===== config.mk =====
export PLATFORM = sky130hd
export DESIGN_NAME = cpu_fetch_issue
export DESIGN_NICKNAME = d
export VERILOG_FILES = /design/src/rtl/cpu_fetch_issue.sv
export SDC_FILE = /design/constraint.sdc
export NUM_CORES = 1
export LEC_CHECK = 0
export CORE_UTILIZATION = 30
export DETAILED_ROUTE_END_ITERATION = 8
export GPL_ROUTABILITY_DRIVEN = 0
export GPL_TIMING_DRIVEN = 0
export SLEW_MARGIN = 20
export SYNTH_ARGS = -nofsm -noshare
export SYNTH_HDL_FRONTEND = slang
export SYNTH_SLANG_ARGS = --single-unit

===== constraint.sdc =====
create_clock -name i_clock -period 7.8 [get_ports i_clock]
set_input_delay 1.56 -clock i_clock [delete_from_list [all_inputs] [get_ports i_clock]]
set_output_delay 1.56 -clock i_clock [all_outputs]
set_load 0.05 [all_outputs]

===== src/rtl/cpu_fetch_issue.sv =====
// cpu_fetch_issue: RV32 instruction fetch producer.
// Issues sequential word reads on the instruction bus, buffers returned
// words with their PCs in a small queue and presents them downstream over a
// valid/ready handshake. A jump flushes everything buffered or in flight and
// restarts fetch at the target.
// Optional feature: define CPU_FETCH_BYPASS_EN to let a bus response load the
// output register directly when nothing older is waiting (one cycle less
// latency). Without it every response goes through the queue.
`timescale 1ns/1ps

module cpu_fetch_issue #(
  parameter logic [31:0] RESET_VECTOR = 32'h0000_0000,
  parameter int          QUEUE_DEPTH  = 4
) (
  input  logic        i_clock,
  input  logic        i_reset,
  output logic        o_bus_request,
  output logic [31:0] o_bus_address,
  input  logic        i_bus_ready,
  input  logic [31:0] i_bus_rdata,
  input  logic        i_jump,
  input  logic [31:0] i_jump_pc,
  output logic        o_valid,
  input  logic        i_ready,
  output logic [31:0] o_pc,
  output logic [31:0] o_instruction
);

  localparam int PTR_W = $clog2(QUEUE_DEPTH);
  localparam int CNT_W = $clog2(QUEUE_DEPTH + 1);

  localparam logic [1:0] ST_FETCH   = 2'd0;
  localparam logic [1:0] ST_WAIT    = 2'd1;
  localparam logic [1:0] ST_DISCARD = 2'd2;

  logic [1:0]       state_q, state_d;
  logic [31:0]      pc_q, pc_d;
  logic [31:0]      addr_q, addr_d;

  logic [31:0]      qpc_q  [QUEUE_DEPTH];
  logic [31:0]      qins_q [QUEUE_DEPTH];
  logic [PTR_W-1:0] wr_ptr_q, rd_ptr_q;
  logic [CNT_W-1:0] cnt_q;

  logic             vld_q;
  logic [31:0]      opc_q, oins_q;

  logic [31:0]      jump_pc;
  logic [CNT_W:0]   occupancy;
  logic             space_ok, issue, rsp_keep, out_free, pop, bypass, push;

  // Word-align the redirect target; the low two bits are meaningless.
  assign jump_pc = i_jump_pc & 32'hFFFF_FFFC;

  // Queue plus output register must leave room for the response we request.
  assign occupancy = {1'b0, cnt_q} + {{CNT_W{1'b0}}, vld_q};
  assign space_ok  = (occupancy <= (CNT_W + 1)'(QUEUE_DEPTH));

  // A new request is never started under reset or in a redirect cycle, so
  // a fresh request always targets the current fetch PC.
  assign issue    = (state_q == ST_FETCH) && space_ok && !i_jump && !i_reset;
  assign rsp_keep = (state_q == ST_WAIT) && i_bus_ready && !i_jump;
  assign out_free = !vld_q || i_ready;
  assign pop      = out_free && (cnt_q != '0) && !i_jump;

`ifdef CPU_FETCH_BYPASS_EN
  assign bypass = rsp_keep && (cnt_q == '0) && out_free;
`else
  assign bypass = 1'b0;
`endif

  assign push = rsp_keep && !bypass;

  assign o_bus_request = !i_reset &&
                         ((state_q == ST_WAIT) || (state_q == ST_DISCARD) || issue);
  assign o_bus_address = (state_q == ST_FETCH) ? pc_q : addr_q;
  assign o_valid       = vld_q;
  assign o_pc          = opc_q;
  assign o_instruction = oins_q;

  // Next-state logic for the bus FSM, fetch PC and latched request address.
  always_comb begin
    state_d = state_q;
    pc_d    = pc_q;
    addr_d  = addr_q;
    case (state_q)
      ST_FETCH: begin
        if (issue) begin
          state_d = ST_WAIT;
          addr_d  = pc_q;
        end
      end
      ST_WAIT: begin
        if (i_bus_ready) begin
          state_d = ST_FETCH;
          if (!i_jump) pc_d = pc_q + 32'd4;
        end else if (i_jump) begin
          state_d = ST_DISCARD;
        end
      end
      ST_DISCARD: begin
        if (i_bus_ready) state_d = ST_FETCH;
      end
      default: state_d = ST_FETCH;
    endcase
    if (i_jump) pc_d = jump_pc;
  end

  // Bus FSM and fetch PC registers.
  always_ff @(posedge i_clock) begin
    if (i_reset) begin
      state_q <= ST_FETCH;
      pc_q    <= RESET_VECTOR;
      addr_q  <= RESET_VECTOR;
    end else begin
      state_q <= state_d;
      pc_q    <= pc_d;
      addr_q  <= addr_d;
    end
  end

  // Queue pointers and occupancy; a redirect empties the queue.
  always_ff @(posedge i_clock) begin
    if (i_reset || i_jump) begin
      wr_ptr_q <= '0;
      rd_ptr_q <= '0;
      cnt_q    <= '0;
    end else begin
      if (push) wr_ptr_q <= wr_ptr_q + PTR_W'(1);
      if (pop)  rd_ptr_q <= rd_ptr_q + PTR_W'(1);
      case ({push, pop})
        2'b10:   cnt_q <= cnt_q + CNT_W'(1);
        2'b01:   cnt_q <= cnt_q - CNT_W'(1);
        default: cnt_q <= cnt_q;
      endcase
    end
  end

  // Queue storage: returned word tagged with the address it was fetched from.
  always_ff @(posedge i_clock) begin
    if (push) begin
      qpc_q[wr_ptr_q]  <= addr_q;
      qins_q[wr_ptr_q] <= i_bus_rdata;
    end
  end

  // Output register: refills from the queue head (or a bypassed response)
  // whenever it is empty or being consumed; holds otherwise.
  always_ff @(posedge i_clock) begin
    if (i_reset) begin
      vld_q  <= 1'b0;
      opc_q  <= 32'd0;
      oins_q <= 32'd0;
    end else if (i_jump) begin
      vld_q <= 1'b0;
    end else if (out_free) begin
      if (pop) begin
        vld_q  <= 1'b1;
        opc_q  <= qpc_q[rd_ptr_q];
        oins_q <= qins_q[rd_ptr_q];
      end else if (bypass) begin
        vld_q  <= 1'b1;
        opc_q  <= addr_q;
        oins_q <= i_bus_rdata;
      end else begin
        vld_q <= 1'b0;
      end
    end
  end

endmodule


# ---- Word level (Yosys, flattened, before mapping)
# Memory sizes are Yosys's and may differ from the RTL's. A register that Yosys moved wholly into a read port is not among the register bits.
# Index checks and enable logic that the tools add are counted.
dict set report op_classes {
  bitwise 1
  n_eq_ne 7
  order_cmp 1
  mux 13
  n_reduce_logical 26
  addsub 6
}
# cell count
set ops {}
lappend ops {{$mux 32} 4}
lappend ops {{$add 32x3->32 const B} 1}
lappend ops {{$logic_and 1x1->1} 8}
lappend ops {{$mux 2} 4}
lappend ops {{$pmux 2 s3} 1}
lappend ops {{$pmux 3 s2} 1}
lappend ops {{$reduce_and 2->1} 3}
lappend ops {{$reduce_and 3->1} 2}
lappend ops {{$reduce_bool 2->1} 3}
lappend ops {{$add 2x1->2 const B} 2}
lappend ops {{$add 3x1->4} 1}
lappend ops {{$eq 2x1->1 const B} 2}
lappend ops {{$eq 2x2->1 const B} 2}
lappend ops {{$le 4x3->1 const B} 1}
lappend ops {{$logic_or 1x1->1} 4}
lappend ops {{$ne 2x2->1 const B} 2}
lappend ops {{$add 3x1->3 const B} 1}
lappend ops {{$logic_not 1->1} 3}
lappend ops {{$mux 1} 3}
lappend ops {{$ne 3x3->1 const B} 1}
lappend ops {{$reduce_bool 3->1} 1}
lappend ops {{$sub 3x1->3 const B} 1}
lappend ops {{$logic_not 2->1} 1}
lappend ops {{$reduce_or 2->1} 1}
lappend ops {{$not 1->1} 1}
dict set report word_totals {
  n_memories 2
  output_inout_bits 98
  ff_bits 74
  mem_bits_rw 256
  in_bits 69
  word_cells 64
}
# name words word_bits rd rd_clocked_by_memory_dff wr line_no
set memory_table {}
lappend memory_table {qins_q 4 32 1 1 1 41} ;# logic [31:0] qins_q [QUEUE_DEPTH];
lappend memory_table {qpc_q 4 32 1 1 1 40} ;# logic [31:0] qpc_q [QUEUE_DEPTH];

# ---- Longest topological paths before layout
dict set report depth {
  ltp_word 7
  depth_mapped 12
  mapped_depth_nobuf 11
}

# ---- Worst setup path after synthesis
# OpenSTA, ideal clock, no wires.
dict set report synth_timing {
  path_type {in2out}
  startpoint {input i_jump}
  endpoint {output o_bus_request}
  arrival_ns 3.097
  t_required_ns 6.240
  path_buffers 2
  path_stages 5
  path_slack_ns 3.143
  cell_sequence {clkbuf_1 nor2_1 o2111ai_2 buf_2 a21oi_1}
}
dict set report synth_between {
  elab_chain_len 5
}
# item line_no
set synth_rtl {}
lappend synth_rtl {{from (decl)} 21} ;# input logic i_jump,
lappend synth_rtl {{$logic_not 1->1} -}
lappend synth_rtl {{$logic_and 1x1->1 (2 in a row)} 61} ;# assign issue = (state_q == ST_FETCH) && space_ok && !i_jump && !i_reset;
lappend synth_rtl {{$logic_or 1x1->1} 75} ;# ((state_q == ST_WAIT) || (state_q == ST_DISCARD) || issue);
lappend synth_rtl {{$logic_and 1x1->1} 74} ;# assign o_bus_request = !i_reset &&
lappend synth_rtl {{to (decl)} 17} ;# output logic o_bus_request,
# No other way between the ends.

# ---- Worst setup path after layout
dict set report layout_timing {
  startpoint {input i_reset}
  endpoint {output o_bus_request}
}
dict set report layout_between {
  elab_chain_len 4
}
# item line_no
set layout_rtl {}
lappend layout_rtl {{from (decl)} 16} ;# input logic i_reset,
lappend layout_rtl {{$logic_not 1->1 *} {61, 74}}
lappend layout_rtl {{$logic_and 1x1->1} 61}
lappend layout_rtl {{$logic_or 1x1->1} 75}
lappend layout_rtl {{$logic_and 1x1->1 *} 74}
# Every way passes the cells marked *; elsewhere a longest branch is shown, timed or not.

==> results.py <==
metrics = {
    "run_status": {
        "status": "finished clean",
    },
    "floorplanning": {
        "core_mm2": 0.0488,
        "die_area_mm2": 0.0503,
        "die_h_um": 224,
        "rows": 81,
        "io_pins": 167,
        "die_w_um": 224,
        "start_util_pct": 30.4,
    },
    "timing": {
        "clock.fmax_mhz": 175,
        "period_minus_slack_ps": 5730,
        "maxSlewViolCount": 0,
        "setup_ws_ps": 2070,
        "finClkSkew_ps": 23.6,
        "tightestPinTransition_ps": 944,
        "finalCritPeriodShare_pct": 73.5,
        "hold_viol": 0,
        "rsz0062_at_grt": "no",
        "holdWs_ps": 453,
        "tns_ps": 0,
        "maxSlewHeadroom_pct": 37.1,
        "setup_viol": 0,
    },
    "synthesis": {
        "ys_ff_latch": 380,
        "synthArstFlopShare_pct": 0,
        "yosys_most_used_dff": "edfxtp_1",
        "seq_area_frac_synth_pct": 68.0,
        "synth_top_area_share_pct": 50.2,
        "synthCells": 1016,
        "yosys.area.top_type": "edfxtp_1",
        "synth.area.top_cells": "edfxtp_1 50%, dfxtp_1 18%, mux4_2 9.4%, nand2_1 3.5%, a21oi_1 2.7%",
        "syn-mean-instance-area_um2": 14.6,
        "synth.distinct_cells": 49,
        "syn_area_mm2": 0.0148,
        "synth_enable_flop_cells": 248,
        "yosysWarnings": 0,
    },
    "power": {
        "p_per_area_mw_per_mm2": 253,
        "intPower_uw": 3560,
        "p_seq_share_pct": 47.3,
        "swShare_pct": 24.9,
        "p_clk_share_pct": 41.3,
        "vdd_drop_max_uv": 129,
        "power_switching_uw": 1180,
        "p_leak_uw": 0.00621,
        "p_comb_share_pct": 11.4,
    },
    "routing": {
        "wl_mm": 35.6,
        "dr.pass1.iters": 5,
        "drc": 0,
        "vias_per_cell": 4.60,
        "postRouteAntennaNets": 0,
        "vias": 8848,
        "wire_per_inst_um": 18.5,
        "drtIter0Drc": 466,
    },
    "critical_path": {
        "critical_path_arrival_ps": 4170,
        "crit_family": "buffers and inverters",
        "max_stage_delay_ps": 730,
        "path_buf_inv": 4,
        "cp-start-kind": "primary input",
        "crit_required_ps": 6240,
        "cpMaxStageDelayCell": "clkdlybuf4s50_1",
        "worstSetupPathType": "in -> out",
        "crit_chain": "clkdlybuf4s50_1 -> clkbuf_1 -> clkbuf_1 -> a21oi_1 -> clkdlybuf4s50_1",
        "critPathCaptureType": "output pin",
        "cp_max_fo": 10,
    },
    "layout": {
        "layout.cells.non_filler": 1923,
        "drive_above_1_share_pct": 16.4,
        "final_nets": 1307,
        "post-route-util_pct": 38.3,
        "syn_to_final_growth_pct": 26.2,
        "diodes": 0,
        "final_cell_mix": "248 x edfxtp_1, 158 x clkdlybuf4s50_1, 140 x nand2_1, 132 x dfxtp_1, 79 x a21oi_1",
        "final_common_cell": "edfxtp_1",
    },
    "clock_tree": {
        "cts_resized": 0,
        "post_cts_buffers": 0,
        "htreeDepth": 2,
        "cts_inserted_buffers": 42,
        "cts_tree": "done",
        "clock_sinks": 380,
        "clk_latency_ps": 560,
        "root_buffer": "clkbuf_16",
        "cts_hold_buf": 0,
        "clk_pin_slew_ps": 60,
        "cts_buffer_depth": 3,
    },
    "hold_path": {
        "hold_class": "reg -> reg",
    },
    "global_route": {
        "met3_usage_pct": 2.61,
        "grt_max_degree": 33,
        "grt_overflow": 0,
        "grt_pass1_wl_mm": 54.6,
        "met2_usage_pct": 24.5,
        "gr-usage-met1_pct": 18.8,
        "grtUsageTotal_pct": 14.5,
        "antenna_found_initial": 1,
        "grt_pass1_vias": 9112,
        "top_usage_layer": "met2",
    },
    "placement": {
        "dpl_worst_slack_ps": 2010,
        "place_hpwl_mm": 24.0,
        "io_buffers": 158,
        "placed_cells": 1845,
    },
    "job": {
        "maxCapViolations": 0,
    },
}
stage by stage:
step	area [um2]	power, uW
6_report	18700	4740
5_1_grt	18700	4920
4_1_cts	18700	4820
3_5_place_dp	17300	2830
3_3_place_gp	17300	2830
2_1_floorplan	14800	2630
power by group through the flow:
stage	sequential (uW)	clock, uW	combinational [uW]
after global routing	2250	2090	576
after floorplan	2290	0	339
after CTS	2250	2030	547
after detailed placement	2290	0	544
after global placement	2290	0	541
final	2250	1960	541
routing by layer:
| layer | share of wire (%) | wire (um) |
|---|---|---|
| met3 | 4.6 | 1640 |
| met5 | 0 | 0 |
| met1 | 45 | 15900 |
| met4 | 1.9 | 685 |
| met2 | 49 | 17400 |
worst register-to-register path, stage by stage, from the launching register on:
cell and delay (ps):
dfxtp_1 400, nor3_1 90, or3_1 360, clkbuf_2 380, inv_2 150, buf_2 240, ha_1 230, inv_1 70
fa_1 380, xor2_1 160, or3_1 300, a21oi_1 130
layout make-up:
| class | instances | area (um2) |
|---|---|---|
| plain buffers | 67 | 312 |
| fillers | 4698 | 30100 |
| well taps | 664 | 831 |
| clock buffers | 55 | 1150 |
| clock inverters | 23 | 221 |
| inverters | 12 | 45.0 |
| flip-flops and latches | 380 | 10100 |
| repair buffers | 162 | 1660 |
| multi-input cells | 560 | 4410 |
kinds of logic (layout without fill, tap and decap cells):
logic type / after synthesis / count (layout) / synth area share [%]
other: 1 / 4 / 0.0253
muxes: 123 / 123 / 13.8
AOI/OAI and AO/OA: 105 / 105 / 4.10
xor gates and xnor gates: 33 / 33 / 1.95
and+or+nand+nor: 282 / 282 / 8.57
buffers and inverters: 79 / 319 / 2.40
DFF: 380 / 380 / 68.0
adders and majority gates: 13 / 13 / 1.15
flip-flops by register name, indices dropped and copies added, names as in the netlist:
signal and cells:
rd_ptr_q 2, pc_q 30, wr_ptr_q 2, addr_q 30
qins_q 128, cnt_q 3, state_q 2, qpc_q 120
o_pc 30, o_instruction 32, o_valid 1
synth_stat cells, drive strengths merged, types with 2 or more instances:
| cell type | instances |
|---|---|
| o21bai | 2 |
| nand3 | 15 |
| a21oi | 79 |
| a211oi | 18 |
| nor2b | 2 |
| xor2 | 21 |
| buf | 28 |
| mux2i | 31 |
| dfxtp | 132 |
| and4 | 5 |
| ha | 12 |
| mux2 | 30 |
| nand4 | 16 |
| nor4 | 2 |
| edfxtp | 248 |
| or3 | 4 |
| mux4 | 62 |
| and2 | 5 |
| clkbuf | 39 |
| nand2 | 141 |
| nor3 | 6 |
| and3 | 5 |
| inv | 12 |
| o21ai | 2 |
| xnor2 | 12 |
| nor2 | 77 |
path summary, 6_finish.rpt:
check,from,endpoint,slack [ps],cells after the start
setup / recovery,i_reset,o_bus_request,2070,5
hold / removal,o_instruction[12],o_instruction[12],450,2
setup reg to reg,cnt_q[2],cnt_q[2],4850,11
hold reg to reg,o_instruction[12],o_instruction[12],450,2
Note: power is estimated with default switching activity, not from simulation.
